`config.mk`:
```
export PLATFORM = sky130hd
export DESIGN_NAME = mem_loader
export DESIGN_NICKNAME = d
export VERILOG_FILES = /design/src/rtl/mem_loader.sv
export SDC_FILE = /design/constraint.sdc
export NUM_CORES = 1
export LEC_CHECK = 0
export ABC_AREA = 1
export BUFFER_PORTS_ARGS = -buffer_cell sky130_fd_sc_hd__buf_2
export CAP_MARGIN = 20
export CORE_MARGIN = 2
export CORE_UTILIZATION = 30
export DETAILED_ROUTE_END_ITERATION = 10
export PLACE_DENSITY_LB_ADDON = 0.12
export SKIP_CTS_REPAIR_TIMING = 1
export SYNTH_ARGS = -nofsm -noshare
export SYNTH_HDL_FRONTEND = slang
export SYNTH_SLANG_ARGS = --single-unit
```
`constraint.sdc`:
```
create_clock -name clk -period 1.6 [get_ports clk]
set_clock_uncertainty 0.15 [all_clocks]
set_input_delay 0.08 -clock clk [delete_from_list [all_inputs] [get_ports clk]]
set_output_delay 0.08 -clock clk [all_outputs]
set_load 0.005 [all_outputs]
```
`src/rtl/mem_loader.sv`:
```
// rtl/mem_loader.sv - boot loader that streams an image into the 6502 test memory, then releases the CPU
// Optional MEM_LOADER_CHECKSUM_EN: drives checksum with the 8-bit sum of all accepted bytes.
module mem_loader #(
    parameter int ADDR_WIDTH = 9,
    parameter int LOAD_BYTES = 512,
    parameter int START_ADDR = 0,
    parameter int RESET_HOLD = 4
) (
    input  logic                  clk,
    input  logic                  reset_n,
    input  logic                  load_bypass,
    input  logic [7:0]            rx_data,
    input  logic                  rx_valid,
    output logic                  rx_ready,
    input  logic [ADDR_WIDTH-1:0] cpu_AB,
    input  logic                  cpu_WE,
    input  logic                  cpu_CS,
    input  logic [7:0]            cpu_DO,
    output logic [ADDR_WIDTH-1:0] mem_AB,
    output logic                  mem_WE,
    output logic                  mem_CS,
    output logic [7:0]            mem_DI,
    output logic                  cpu_reset,
    output logic                  load_done,
    output logic [7:0]            checksum
);
    localparam int                    CNT_W     = $clog2(LOAD_BYTES + 1);
    localparam logic [ADDR_WIDTH-1:0] START     = ADDR_WIDTH'(START_ADDR);
    localparam logic [CNT_W-1:0]      LAST_BYTE = CNT_W'(LOAD_BYTES - 1);
    localparam logic [7:0]            HOLD_LAST = 8'(RESET_HOLD - 1);

    typedef enum logic [1:0] {IDLE, LOAD, HOLD, RUN} state_t;

    state_t                state, state_d;
    logic [CNT_W-1:0]      byte_cnt;
    logic [ADDR_WIDTH-1:0] addr_q;
    logic [7:0]            hold_cnt;
    logic [ADDR_WIDTH-1:0] wr_ab;
    logic [7:0]            wr_di;
    logic                  wr_we;
    logic                  accept;

    always_comb begin
        state_d  = state;
        rx_ready = 1'b0;
        accept   = 1'b0;
        case (state)
            IDLE: state_d = load_bypass ? HOLD : LOAD;
            LOAD: begin
                rx_ready = 1'b1;
                accept   = rx_valid;
                if (rx_valid && (byte_cnt == LAST_BYTE)) begin
                    state_d = HOLD;
                end
            end
            HOLD: begin
                // The final write is still on the bus in the first HOLD cycle; the hold interval starts after it commits.
                if (!wr_we && (hold_cnt == HOLD_LAST)) begin
                    state_d = RUN;
                end
            end
            default: state_d = RUN;
        endcase
    end

    always_ff @(posedge clk or negedge reset_n) begin
        if (!reset_n) begin
            state    <= IDLE;
            byte_cnt <= '0;
            addr_q   <= START;
            hold_cnt <= '0;
            wr_ab    <= START;
            wr_di    <= '0;
            wr_we    <= 1'b0;
        end else begin
            state <= state_d;
            wr_we <= accept;
            if (accept) begin
                wr_ab    <= addr_q;
                wr_di    <= rx_data;
                addr_q   <= addr_q + 1'b1;
                byte_cnt <= byte_cnt + 1'b1;
            end
            if (state == HOLD && !wr_we) begin
                hold_cnt <= hold_cnt + 1'b1;
            end
        end
    end

    assign cpu_reset = (state != RUN);
    assign load_done = (state == RUN);

    // While the loader owns the bus, non-write cycles are harmless reads (WE=0, CS=1).
    assign mem_AB = load_done ? cpu_AB : wr_ab;
    assign mem_WE = load_done ? cpu_WE : wr_we;
    assign mem_CS = load_done ? cpu_CS : 1'b1;
    assign mem_DI = load_done ? cpu_DO : wr_di;

`ifdef MEM_LOADER_CHECKSUM_EN
    logic [7:0] sum_q;

    always_ff @(posedge clk or negedge reset_n) begin
        if (!reset_n) begin
            sum_q <= '0;
        end else if (accept) begin
            sum_q <= sum_q + rx_data;
        end
    end

    assign checksum = sum_q;
`else
    assign checksum = 8'h00;
`endif

endmodule
```
# [Word-level counts from Yosys, hierarchy flattened]
# Cells that the tools add are included.
[totals] word_cells=34 output_inout_bits=30 inputBits=31 reg_bits=47
[op_classes] reduce_logical=6 n_addsub=3 n_eq_ne=8 n_mux=10
[op_table] op="10-bit by 1-bit adder with 10-bit output, second input constant" count=1
[op_table] op="10-bit by 9-bit == test with 1-bit output, second input constant" count=1
[op_table] op="9-bit by 1-bit adder with 9-bit output, second input constant" count=1
[op_table] op="9-bit 2-to-1 mux" count=1
[op_table] op="8-bit by 1-bit adder with 8-bit output, second input constant" count=1
[op_table] op="8-bit by 2-bit == test with 1-bit output, second input constant" count=1
[op_table] op="8-bit 2-to-1 mux" count=1
[op_table] op="2-bit 2-to-1 mux" count=3
[op_table] op="2-bit inequality test, second input constant" count=3
[op_table] op="2-bit case mux with 3 select lines" count=1
[op_table] op="2-bit == test, second input constant" count=2
[op_table] op="1-bit 2-to-1 mux" count=4
[op_table] op="1-bit logical AND" count=3
[op_table] op="2-bit by 1-bit == test with 1-bit output, second input constant" count=1
[op_table] op="2-bit zero test" count=1
[op_table] op="2-bit AND reduction" count=1
[op_table] op="1-bit zero test" count=1

# [Longest topological paths before layout]
[logic_depth] depth_word=4 ltp_mapped=8 depth_no_buf=8

# [Least setup slack after synthesis]
# OpenSTA, ideal clock, no wires.
[synth_path] path_type="reg-to-reg" start="reg state[1]" end="reg byte_cnt[6]" stages_incl_launch_ff=7 setup_ns=0.122 path_buffers=1 setup_slack_ns=0.267 required_time_ns=1.328 arrival_ns=1.061 synth_period_minus_slack_ns=1.333 cell_sequence="dfrtp_1 > inv_1 > nand3_4 > buf_6 > nor2_2 > nand2_1 > xnor2_1"
[synth_between] elab_chain_len=2
[synth_rtl] element="from (decl)" line_no="34" source="state_t state, state_d;"
[synth_rtl] element="from (signal assigned)" line_no="76" source="state <= state_d;"
[synth_rtl] element="2-bit by 1-bit == test with 1-bit output" line_no="47" source="case (state)"
[synth_rtl] element="1-bit 2-to-1 mux" line_no="47"
[synth_rtl] element="to (signal assigned)" line_no="82" source="byte_cnt <= byte_cnt + 1'b1;"
[synth_rtl] element="to (decl)" line_no="35" source="logic [CNT_W-1:0] byte_cnt;"
# Every way passes these cells.
# A chain may end at the register's enable or synchronous reset.

# [Worst setup path after layout]
[layout_path] start="reg state[0]" end="out mem_WE"
[layout_between] elab_chain_len=2
[layout_rtl] element="2-bit == test" line_no="91" source="assign load_done = (state == RUN);"
[layout_rtl] element="1-bit 2-to-1 mux" line_no="95" source="assign mem_WE = load_done ? cpu_WE : wr_we;"
[layout_rtl] element="to (decl)" line_no="20" source="output logic mem_WE,"
# Every way passes these cells.

==> flow_metrics.env <==
export IMPL_place_area_um2=2830
export IMPL_via_per_inst=4.24
export IMPL_vdd_drop_max_uv=388
export IMPL_crit_path_max_incr_delay_ps=470
export IMPL_cts_buffer_depth=2
export IMPL_yosysMostFrequentCell="nand2_1"
export IMPL_core_region_area_um2=7850
export IMPL_finalMaxSlewViolations=0
export IMPL_layout_drive_gt1_share=0.226
export IMPL_synth_commonest_cells="nand2_1 (141), dfrtp_1 (47), inv_1 (35)"
export IMPL_path_class="reg2out"
export IMPL_path_depth=5
export IMPL_max_freq_ghz=0.643
export IMPL_die_w_um=94.5
export IMPL_cp_slowest_cell="dfrtp_2"
export IMPL_die_area_um2=8920
export IMPL_crit_end="mem_WE"
export IMPL_ys_seq_elements=47
export IMPL_finalSetupViolCount=0
export IMPL_seq_area_frac_synth=0.479
export IMPL_p_leak_nw=1.69
export IMPL_boundaryPins=61
export IMPL_synth_edff_count=0
export IMPL_grt_start_max_net_pins=48
export IMPL_critPathRequiredTime_ps=1370
export IMPL_grt_usage=0.124
export IMPL_crit_buf_inv=3
export IMPL_post_drt_wl_per_cell_um=11.0
export IMPL_r2r_end="addr_q[2]"
export IMPL_final_net_count=426
export IMPL_ant_nets=0
export IMPL_start_util=0.313
export IMPL_r2r_cells=5
export IMPL_critPathTopFamily="flip-flops"
export IMPL_avgSynthCellArea_um2=7.58
export IMPL_synthTopCellsByArea="dfrtp_1 (48%), nand2_1 (22%), inv_1 (5.4%)"
export IMPL_rr_startpoint="state[0]"
export IMPL_drtIter0Drc=76
export IMPL_die_y_um=94.5
export IMPL_path_cells="nand2_4 -> inv_6 -> clkbuf_16 -> o21ai_2 -> buf_2"
export IMPL_hold_path_class="in2reg"
export IMPL_area_growth_pct=28.0
export IMPL_dp_hpwl_mm=3.69
export IMPL_first_global_vias=1922
export IMPL_cts_root_buf="clkbuf_8"
export IMPL_clk_insertion_delay_late_ps=310
export IMPL_rsz0062_at_grt="yes"
export IMPL_htree_levels=2
export IMPL_grt_overflow_total=0
export IMPL_status="complete, no violations"
export IMPL_powerDensity_nw_per_um2=1230
export IMPL_grt_pass1_wl_mm=8.63
export IMPL_synth_ff_type="dfrtp_1"
export IMPL_vias=2098
export IMPL_drcViolationCount=0
export IMPL_num_rows=32
export IMPL_drt_pass1_iterations=4
export IMPL_cp_end_kind="output pin"
export IMPL_yosys_area_top_type="dfrtp_1"
export IMPL_place_congestion=0.740
export IMPL_cp_max_fo=6
export IMPL_fillers=834
export IMPL_fin_crit_sh=0.971
export IMPL_design_area_um2=3140
export IMPL_crit_start="state[0]"
export IMPL_maxCapViolations=0
export IMPL_yosysTopAreaCellShare=0.479
export IMPL_numClockSinks=47
export IMPL_cts_made_buffers=5
export IMPL_async_flop_share=1.00
export IMPL_syn_cell_area_um2=2450
export IMPL_cts_tree="yes"
export IMPL_finalWirelength_mm=5.45
export IMPL_n_antenna_cell=0
export IMPL_portBuffers=52
export IMPL_hold_viol_final=0
export IMPL_yosys_warnings=0
export IMPL_clk_pin_slew_ps=100
export IMPL_pre_cts_slack_ps=128
export IMPL_ff2ff_setup_slack_ps=120
export IMPL_syn_inst=324
export IMPL_synth_cell_types=24
export IMPL_arrival_ps=1320
export IMPL_crit_path_start_kind="flip-flop"
export IMPL_antenna_found_initial=0
export IMPL_setup_ws_ps=45.9
export IMPL_period_needed_ps=1550
how the worst min path moves through the flow:
stage          startpoint          end  slack, ps  cells past startpoint
2_1_floorplan     reset_n    addr_q[0]       -370                      0
3_3_place_gp      reset_n  byte_cnt[7]        -60                      2
3_5_place_dp      reset_n  byte_cnt[7]        -60                      2
4_1_cts           reset_n  byte_cnt[9]       -400                      2
5_1_grt          rx_valid     state[1]         60                      5
6_report         rx_valid     state[1]         60                      5
per-layer routing:
layer	wire length, µm	up-vias	GRT usage	part of all wire
met4	73	0	0.0399	0.013
met2	2500	42	0.206	0.46
li1	-	1110	-	-
met5	0	-	0	0
met1	2660	940	0.160	0.49
met3	209	6	0.0279	0.038
state kept, by name (all words and copies together) (netlist names):
| name | count |
|---|---|
| state | 2 |
| addr_q | 9 |
| wr_di | 8 |
| wr_we | 1 |
| hold_cnt | 8 |
| byte_cnt | 10 |
| wr_ab | 9 |
layout make-up:
class / count / area, µm² / area share
Sequential cell: 47 / 1180 / 0.375
Multi-Input combinational cell: 231 / 1090 / 0.348
Timing Repair Buffer: 71 / 485 / 0.155
Inverter: 36 / 140 / 0.0446
Tap cell: 102 / 128 / 0.0406
Clock buffer: 6 / 82.6 / 0.0263
Clock inverter: 2 / 35.0 / 0.0112
layout by cell type (no fill, tap or decap), types with 5 or more instances in the layout:
master and instances:
clkbuf_8 6, nand3_1 15, nor2_1 17, dlygate4sd3_1 10, buf_2 52, nand2_1 136
conb_1 8, xor2_1 7, inv_1 34, nand2_2 6, o21ai_0 9, dfrtp_1 46
xnor2_1 5, nand4_1 9
worst reg2reg max path: cells and delay by family (launching register included):
| family | cells | cell delay (ps) |
|---|---|---|
| flip-flops | 1 | 470 |
| AND/OR/NAND/NOR | 2 | 210 |
| XOR/XNOR | 1 | 140 |
| buffers and inverters | 2 | 400 |
cell families (layout without fill, tap and decap cells):
kind of cell / Yosys count / count (layout) / synth area share
other: 1 / 8 / 0.00153
buffers and inverters: 53 / 115 / 0.0999
flip-flops: 47 / 47 / 0.479
AO/OA/AOI/OAI: 16 / 16 / 0.0347
adder cells (fa/ha/maj): 3 / 3 / 0.0153
AND/OR/NAND/NOR: 192 / 192 / 0.327
XOR/XNOR: 12 / 12 / 0.0428
report_power, final:
| part | total (mW) | switching [mW] | internal, mW |
|---|---|---|---|
| registers | 1.75 | 0.258 | 1.50 |
| clock network | 0.910 | 0.404 | 0.506 |
| logic | 1.21 | 0.672 | 0.538 |
per-stage QoR:
step / setup TNS, ps / hold WS [ps] / util / cells / total power, mW
detailed placement: 0 / -58.9 / 0.360 / 474 / 2.85
global route: -273 / 58.8 / 0.400 / 495 / 4.22
finish: 0 / 60.7 / 0.400 / 495 / 3.88
floorplan: 0 / -366 / - / 331 / 2.44
CTS: -536 / -396 / 0.375 / 482 / 3.77
global placement: 0 / -63.2 / 0.360 / 474 / 2.83
Note: power is estimated with default switching activity, not from simulation.
